<file path="src/rtl/note_mapper_if.sv">
// Tuner bus between fftdec (master side) and note_mapper (slave side).
// Optional tune output is driven only when note_mapper is built with NOTE_TUNE_EN.
`timescale 1ns/1ps
interface note_mapper_if #(
  parameter int BIT_WIDTH = 16
);
  // note_dec is a level, not a valid/ready pair: each 0->1 transition seen while the
  // mapper is idle requests one classification of the frequency present on that same
  // clock edge; busy reports an ongoing classification, and transitions while busy are
  // dropped (there is no back-pressure, the producer is never stalled).
  logic [BIT_WIDTH:0] frequency;
  logic               note_dec;
  logic               busy;
  logic               note_valid;
  logic               note_change;
  logic [6:0]         midi_note;
  logic [3:0]         pitch_class;
  logic [2:0]         octave;
  logic [1:0]         tune;

  modport master (
    output frequency, note_dec,
    input  busy, note_valid, note_change, midi_note, pitch_class, octave, tune
  );

  modport slave (
    input  frequency, note_dec,
    output busy, note_valid, note_change, midi_note, pitch_class, octave, tune
  );
endinterface

</file>
<file path="src/rtl/note_mapper.sv">
// Maps fftdec's dominant frequency to the nearest semitone C2..B6 via a threshold-ROM scan,
// then publishes it through a consecutive-hit stability filter. Macro NOTE_TUNE_EN adds sharp/flat.
`timescale 1ns/1ps
module note_mapper #(
  parameter int BIT_WIDTH    = 16,
  parameter int NUM_NOTES    = 60,
  parameter int STABLE_COUNT = 3,
  parameter int TUNE_TOL     = 2
) (
  input  logic               clk,
  input  logic               reset,
  note_mapper_if.slave       bus,
  output logic [1:0]         dbg_state
);
  localparam int FW = BIT_WIDTH + 1;
  localparam int CW = $clog2(STABLE_COUNT + 1);
  localparam logic [FW-1:0] LO_EDGE = FW'(64);
  localparam logic [5:0]    NONE    = 6'd63;

  // Upper edge of each note, padded to 64 entries so any 6-bit index is in range.
  localparam logic [11:0] THR [0:63] = '{
    12'd67,   12'd71,   12'd76,   12'd80,   12'd85,   12'd90,   12'd95,   12'd101,  12'd107,  12'd113,
    12'd120,  12'd127,  12'd135,  12'd143,  12'd151,  12'd160,  12'd170,  12'd180,  12'd190,  12'd202,
    12'd214,  12'd226,  12'd240,  12'd254,  12'd269,  12'd285,  12'd302,  12'd320,  12'd339,  12'd359,
    12'd381,  12'd403,  12'd427,  12'd453,  12'd480,  12'd508,  12'd539,  12'd571,  12'd605,  12'd640,
    12'd679,  12'd719,  12'd762,  12'd807,  12'd855,  12'd906,  12'd960,  12'd1017, 12'd1077, 12'd1141,
    12'd1209, 12'd1281, 12'd1357, 12'd1438, 12'd1523, 12'd1614, 12'd1710, 12'd1812, 12'd1919, 12'd2033,
    12'd0,    12'd0,    12'd0,    12'd0
  };

`ifdef NOTE_TUNE_EN
  localparam logic [11:0] CTR [0:63] = '{
    12'd65,   12'd69,   12'd73,   12'd78,   12'd82,   12'd87,   12'd92,   12'd98,   12'd104,  12'd110,
    12'd117,  12'd123,  12'd131,  12'd139,  12'd147,  12'd156,  12'd165,  12'd175,  12'd185,  12'd196,
    12'd208,  12'd220,  12'd233,  12'd247,  12'd262,  12'd277,  12'd294,  12'd311,  12'd330,  12'd349,
    12'd370,  12'd392,  12'd415,  12'd440,  12'd466,  12'd494,  12'd523,  12'd554,  12'd587,  12'd622,
    12'd659,  12'd698,  12'd740,  12'd784,  12'd831,  12'd880,  12'd932,  12'd988,  12'd1047, 12'd1109,
    12'd1175, 12'd1245, 12'd1319, 12'd1397, 12'd1480, 12'd1568, 12'd1661, 12'd1760, 12'd1865, 12'd1976,
    12'd0,    12'd0,    12'd0,    12'd0
  };
  logic [FW-1:0] ctr_k;
`endif

  typedef enum logic [1:0] {IDLE = 2'd0, RANGE = 2'd1, SCAN = 2'd2, FILTER = 2'd3} state_t;

  state_t        state_q, state_d;
  logic          note_dec_q;
  logic [FW-1:0] f_q, f_d;
  logic [5:0]    k_q, k_d, last_q, last_d;
  logic [3:0]    pc_q, pc_d, pitch_class_q, pitch_class_d;
  logic [2:0]    oct_q, oct_d, octave_q, octave_d;
  logic          none_q, none_d;
  logic [CW-1:0] cnt_q, cnt_d;
  logic          note_valid_q, note_valid_d, note_change_q, note_change_d;
  logic [6:0]    midi_note_q, midi_note_d, midi_k;
  logic [1:0]    tune_q, tune_d;
  logic          start;
  logic [5:0]    cls;
  logic [FW-1:0] thr_k, thr_top;

  always_comb begin
    state_d       = state_q;
    f_d           = f_q;
    k_d           = k_q;
    pc_d          = pc_q;
    oct_d         = oct_q;
    none_d        = none_q;
    last_d        = last_q;
    cnt_d         = cnt_q;
    note_valid_d  = note_valid_q;
    note_change_d = 1'b0;
    midi_note_d   = midi_note_q;
    pitch_class_d = pitch_class_q;
    octave_d      = octave_q;
    tune_d        = tune_q;
    start         = bus.note_dec & ~note_dec_q & (state_q == IDLE);
    cls           = none_q ? NONE : k_q;
    midi_k        = 7'd36 + {1'b0, k_q};
    thr_k         = FW'(THR[k_q]);
    thr_top       = FW'(THR[6'(NUM_NOTES - 1)]);
`ifdef NOTE_TUNE_EN
    ctr_k         = FW'(CTR[k_q]);
`endif

    case (state_q)
      IDLE: begin
        if (start) begin
          f_d     = bus.frequency;
          k_d     = 6'd0;
          pc_d    = 4'd0;
          oct_d   = 3'd0;
          state_d = RANGE;
        end
      end
      RANGE: begin
        none_d  = (f_q < LO_EDGE) || (f_q >= thr_top);
        state_d = none_d ? FILTER : SCAN;
      end
      SCAN: begin
        if (f_q < thr_k) begin
          state_d = FILTER;
        end else begin
          k_d = k_q + 6'd1;
          if (pc_q == 4'd11) begin
            pc_d  = 4'd0;
            oct_d = oct_q + 3'd1;
          end else begin
            pc_d = pc_q + 4'd1;
          end
        end
      end
      FILTER: begin
        state_d = IDLE;
        if (cls == last_q) begin
          cnt_d = (cnt_q == CW'(STABLE_COUNT)) ? cnt_q : cnt_q + CW'(1);
        end else begin
          last_d = cls;
          cnt_d  = CW'(1);
        end
        if (cnt_d == CW'(STABLE_COUNT)) begin
          if (!none_q) begin
            if (!note_valid_q || (midi_note_q != midi_k)) begin
              midi_note_d   = midi_k;
              pitch_class_d = pc_q;
              octave_d      = oct_q + 3'd2;
              note_valid_d  = 1'b1;
              note_change_d = 1'b1;
            end
          end else begin
            note_valid_d = 1'b0;
            tune_d       = 2'b00;
          end
        end
`ifdef NOTE_TUNE_EN
        // Tune tracks the live frequency only while it matches the note on display.
        if (!none_q && note_valid_d && (midi_note_d == midi_k)) begin
          if (f_q > ctr_k + FW'(TUNE_TOL))      tune_d = 2'b01;
          else if (f_q < ctr_k - FW'(TUNE_TOL)) tune_d = 2'b10;
          else                                  tune_d = 2'b00;
        end
`endif
      end
      default: state_d = IDLE;
    endcase
  end

  always_ff @(posedge clk or posedge reset) begin
    if (reset) begin
      state_q       <= IDLE;
      note_dec_q    <= 1'b0;
      f_q           <= '0;
      k_q           <= 6'd0;
      pc_q          <= 4'd0;
      oct_q         <= 3'd0;
      none_q        <= 1'b0;
      last_q        <= NONE;
      cnt_q         <= '0;
      note_valid_q  <= 1'b0;
      note_change_q <= 1'b0;
      midi_note_q   <= 7'd0;
      pitch_class_q <= 4'd0;
      octave_q      <= 3'd0;
      tune_q        <= 2'b00;
    end else begin
      state_q       <= state_d;
      note_dec_q    <= bus.note_dec;
      f_q           <= f_d;
      k_q           <= k_d;
      pc_q          <= pc_d;
      oct_q         <= oct_d;
      none_q        <= none_d;
      last_q        <= last_d;
      cnt_q         <= cnt_d;
      note_valid_q  <= note_valid_d;
      note_change_q <= note_change_d;
      midi_note_q   <= midi_note_d;
      pitch_class_q <= pitch_class_d;
      octave_q      <= octave_d;
      tune_q        <= tune_d;
    end
  end

  assign bus.busy        = (state_q != IDLE);
  assign bus.note_valid  = note_valid_q;
  assign bus.note_change = note_change_q;
  assign bus.midi_note   = midi_note_q;
  assign bus.pitch_class = pitch_class_q;
  assign bus.octave      = octave_q;
  assign bus.tune        = tune_q;
  assign dbg_state       = state_q;
endmodule

</file>
<file path="src/flat_wrapper.sv">
// flat-port wrapper written by rule: the top's interface ports become plain ports
module note_mapper_flat 
#(
  parameter int BIT_WIDTH    = 16,
  parameter int NUM_NOTES    = 60,
  parameter int STABLE_COUNT = 3,
  parameter int TUNE_TOL     = 2
)
  (clk, reset, dbg_state, bus_frequency, bus_note_dec, bus_busy, bus_note_valid, bus_note_change, bus_midi_note, bus_pitch_class, bus_octave, bus_tune);
  note_mapper_if #(.BIT_WIDTH(BIT_WIDTH)) bus_i ();
  input  logic clk;
  input  logic reset;
  output logic [1:0] dbg_state;
  input wire logic [$bits(bus_i.frequency)-1:0] bus_frequency;
  input wire logic [$bits(bus_i.note_dec)-1:0] bus_note_dec;
  output wire logic [$bits(bus_i.busy)-1:0] bus_busy;
  output wire logic [$bits(bus_i.note_valid)-1:0] bus_note_valid;
  output wire logic [$bits(bus_i.note_change)-1:0] bus_note_change;
  output wire logic [$bits(bus_i.midi_note)-1:0] bus_midi_note;
  output wire logic [$bits(bus_i.pitch_class)-1:0] bus_pitch_class;
  output wire logic [$bits(bus_i.octave)-1:0] bus_octave;
  output wire logic [$bits(bus_i.tune)-1:0] bus_tune;
  assign bus_i.frequency = bus_frequency;
  assign bus_i.note_dec = bus_note_dec;
  assign bus_busy = bus_i.busy;
  assign bus_note_valid = bus_i.note_valid;
  assign bus_note_change = bus_i.note_change;
  assign bus_midi_note = bus_i.midi_note;
  assign bus_pitch_class = bus_i.pitch_class;
  assign bus_octave = bus_i.octave;
  assign bus_tune = bus_i.tune;
  note_mapper #(.BIT_WIDTH(BIT_WIDTH), .NUM_NOTES(NUM_NOTES), .STABLE_COUNT(STABLE_COUNT), .TUNE_TOL(TUNE_TOL)) u_core (.clk(clk), .reset(reset), .bus(bus_i), .dbg_state(dbg_state));
endmodule
</file>
<file path="config.mk">
export PLATFORM = sky130hd
export DESIGN_NAME = note_mapper_flat
export DESIGN_NICKNAME = d
export VERILOG_FILES = /design/src/rtl/note_mapper_if.sv /design/src/rtl/note_mapper.sv /design/src/flat_wrapper.sv
export SDC_FILE = /design/constraint.sdc
export NUM_CORES = 1
export LEC_CHECK = 0
export BUFFER_PORTS_ARGS = -buffer_cell sky130_fd_sc_hd__clkbuf_2
export CAP_MARGIN = 5
export CORE_MARGIN = 1.5
export CORE_UTILIZATION = 50
export DETAILED_ROUTE_END_ITERATION = 16
export PLACE_DENSITY = 0.69
export SLEW_MARGIN = 20
export SYNTH_ARGS = -nofsm -noshare
export SYNTH_HDL_FRONTEND = slang
export SYNTH_SLANG_ARGS = --single-unit
</file>
<file path="constraint.sdc">
create_clock -name clk -period 5.8 [get_ports clk]
set_input_delay 0 -clock clk [delete_from_list [all_inputs] [get_ports clk]]
set_output_delay 0 -clock clk [all_outputs]
set_load 0.05 [all_outputs]
</file>
==> run_results.csv <==
group,metric,value,unit
yosys,syn_area,4050,um2
routing,ant_nets,0,
sta,fin_tns_setup,0,ps
floorplanning,die_h,93.0,um
yosys,yosysWarnings,0,
cts,insertion_delay,340,ps
run_status,status,"completed",
sta,fin_crit,4830,ps
sta,worst_slack,973,ps
cts,clkSlewWorstSetupHoldPaths,70,ps
sta,setup_viol,0,
floorplanning,die_w,93.0,um
cts,cts_setup_buffers,0,
floorplanning,ios,41,
cts,cts_resized,0,
job,drv_cap,0,
sta,tightest_slew,874,ps
grt,globalRouteTotalUtil,24.1,%
cts,htree_num_levels,3,
worst_setup_path,path_depth,16,
sta,skew,8.31,ps
floorplanning,dieArea,8650,um2
worst_setup_path,cp.arrival,5050,ps
worst_setup_path,crit_chain,"inv_1 > ha_1 > nand2_1 > a21boi_0 > nor2_1 > a211oi_1 > a211oi_1 > a21oi_1 > ha_1 > a21o_1 > a211oi_1 > a211oi_1 > o21a_1 > nor2_2 > o21ai_1 > mux2_2",
sta,relSlewSlack,41.7,%
yosys,yosysUniqueCellTypes,52,
yosys,syn_avg_cell_area,9.23,um2
worst_setup_path,startpoint,"u_core.k_q[1]",
worst_setup_path,r2r-end,"u_core.dbg_state[1]",
yosys,yosysSeqAreaShare,36.0,%
floorplanning,core_area,7770,um2
worst_setup_path,rr_worst_depth,16,
yosys,synth_edf_count,0,
sta,max_freq,0.207,GHz
routing,routed_wl,9510,um
layout,drive_gt1_share,22.2,%
pwr,p_leak,2.08,nW
grt,grt_max_degree,59,
cts,cts_root_buf,"clkbuf_8",
pwr,peakVddDrop,0.000278,V
grt,grt_pass1_vias,3296,
worst_setup_path,start_kind,"flop",
yosys,ys.flop_type,"dfrtp_1",
routing,drc,0,
routing,vias,3398,
worst_setup_path,r2r_slack,970,ps
worst_hold_path,hp-class,"input pin to flop",
layout,area_growth,14.7,%
pwr,p_per_area,475,nW/um2
worst_setup_path,critical_path_required,6030,ps
routing,routed_via_density,5.77,
sta,fin_crit_sh,83.2,%
yosys,synth.largest_area_cell,"dfrtp_1",
worst_setup_path,cp_num_buf_inv,1,
layout,fin_nets,534,
worst_setup_path,path_class,"flop to flop",
yosys,async_reset_ff_share,100,%
cts,cts_tree,"done",
place,dpl_worst_slack,1070,ps
worst_setup_path,cp_max_fo,19,
yosys,synth.top_cell.area_share,32.1,%
place,port-buffer-count,38,
sta,slew_viol_final,0,
sta,rsz0062_at_grt,"false",
worst_setup_path,slowest_delay,760,ps
place,dp_hpwl,6660,um
cts,clkSinkCount,58,
worst_setup_path,end_kind,"flop",
layout,num_antenna_cells,0,
worst_setup_path,endpoint,"u_core.dbg_state[1]",
yosys,synth_area_leaders,"dfrtp_1 32%, ha_1 9.9%, mux2_2 8.9%, mux2i_1 4.0%, dfstp_2 3.9%",
worst_setup_path,slowest_stage,"dfrtp_1",
sta,hold_viol_final,0,
floorplanning,start_util,52.2,%
worst_setup_path,r2r_start,"u_core.k_q[1]",
routing,drt_first_pass_iters,5,
routing,wl_per_cell,16.1,um
cts,holdBufCountCts,19,
place,place.gp.congestion,0.891,
cts,numCtsBuffers,9,
worst_setup_path,cp_common_cell,"a211oi_1",
floorplanning,core.rowCount,32,
routing,drt_iter0_drc,139,
grt,grt_pass1_wl,16300,um
cts,cts.path.max_buffers,2,
yosys,synthCells,439,
worst_setup_path,cp_top_family,"compound AO/OA/AOI/OAI gates",
grt,antenna_found_initial,0,
layout,fin_util,59.8,%
grt,grt-ovfl-total,0,
yosys,ys_ff_latch,58,
==> placed cells by master (no fill, tap or decap), types with 2 or more instances in the layout <==
master and count:
dfrtp_1 52, nand2_1 38, clkbuf_2 38, mux2_2 32, ha_1 32, o21ai_0 31, nor2_1 29, a21oi_1 26
inv_1 24, dlygate4sd3_1 19, mux2i_1 16, nand3_1 15, o211ai_1 14, clkbuf_8 11, xnor2_1 9, a211oi_1 6
or4_1 6, dfstp_2 6, nor2b_1 5, xor2_1 5, nor3_1 5, or3_1 5, buf_4 5, a31oi_1 4
nand4_1 4, nand2b_1 4, or2_2 3, a32oi_1 3, o32ai_1 3, a21oi_2 3, o22ai_1 3, nor4_1 2
a21o_1 2, inv_2 2, o2bb2ai_1 2, mux4_2 2, conb_1 2, clkinvlp_4 2
==> flip-flops by register name (all words and copies together) (netlist names), 2 cells and up <==
signal                  cells
u_core.pc_q                 4
u_core.bus.pitch_class      4
u_core.dbg_state            2
u_core.f_q                 17
u_core.bus.midi_note        7
u_core.k_q                  6
u_core.bus.octave           3
u_core.oct_q                3
u_core.last_q               6
u_core.cnt_q                2
==> synth_stat cells (all sizes together) (2+ instances only) <==
library cell and count:
mux2i 16, or2 3, mux4 2, xnor2 9, a21o 2, o21ai 32, buf 19, or3 5
ha 32, nand2 38, a211oi 6, o32ai 3, o22ai 3, inv 26, a21oi 29, a31oi 4
dfstp 6, or4 6, nor3 5, a32oi 3, nand3 15, nand4 4, nor2b 5, mux2 32
xor2 5, dfrtp 52, nor2 30, nor4 2, nand2b 4, clkbuf 12, o2bb2ai 2, o211ai 14
==> area by class of cell <==
| type | instances | area [um2] |
|---|---|---|
| Fill cell | 703 | 3120 |
| Multi-Input combinational cell | 325 | 2340 |
| Sequential cell | 58 | 1460 |
| Timing Repair Buffer | 62 | 418 |
| Clock buffer | 12 | 155 |
| Tap cell | 102 | 128 |
| Inverter | 26 | 97.6 |
| Clock inverter | 4 | 50.0 |
==> worst min-delay path by stage <==
| stage | startpoint | end | slack (ps) | cells after the start |
|---|---|---|---|---|
| floorplan | bus_note_dec | u_core.note_dec_q | 30 | 0 |
| global placement | bus_note_dec | u_core.note_dec_q | 130 | 1 |
| detailed placement | bus_note_dec | u_core.note_dec_q | 140 | 1 |
| CTS | bus_note_dec | u_core.note_dec_q | 320 | 2 |
| global route | bus_note_dec | u_core.note_dec_q | 350 | 2 |
| finish | bus_note_dec | u_core.note_dec_q | 360 | 2 |
==> layer usage <==
layer	up-vias	track usage [%]	part of all wire, %	wire length (um)
li1	1652	-	-	-
met1	1630	32.6	45	4310
met2	99	38.8	48	4600
met3	17	3.74	4.3	409
met4	0	9.47	2.0	191
met5	-	0	0	0
==> worst register-to-register path: cells and delay by family, from the launching register on <==
| family | cells | cell delay [ps] |
|---|---|---|
| adder cells (fa/ha/maj) | 2 | 890 |
| buffers and inverters | 1 | 340 |
| AND/OR/NAND/NOR | 3 | 830 |
| flip-flops | 1 | 760 |
| AO/OA/AOI/OAI | 9 | 1570 |
| multiplexers | 1 | 310 |
==> through the flow <==
step                      cell area [um2]  std cells  total power [mW]  hold WS (ps)
final                                4650        589              2.21           357
after global routing                 4650        589              2.39           348
after CTS                            4650        589              2.20           324
after detailed placement             4250        554              1.80           142
after global placement               4250        554              1.78           130
after floorplan                      4060        440              1.53          31.4
==> logic make-up after synthesis <==
kind of cell               share of synthesized area (%)
and+or+nand+nor                                     14.6
AOI/OAI and AO/OA                                   16.1
DFF                                                 36.0
buffers and inverters                               6.33
muxes                                               14.0
adders and majority gates                           9.88
xor gates and xnor gates                            3.03
other                                             0.0925
==> power breakdown <==
part / switching, mW / leakage, nW / internal [mW] / total [mW]
logic: 0.674 / 1.25 / 0.477 / 1.15
clock network: 0.163 / 0.0986 / 0.221 / 0.384
registers: 0.164 / 0.728 / 0.508 / 0.672
total: 1.00 / 2.08 / 1.21 / 2.21
Note: power is estimated with default switching activity, not from simulation.
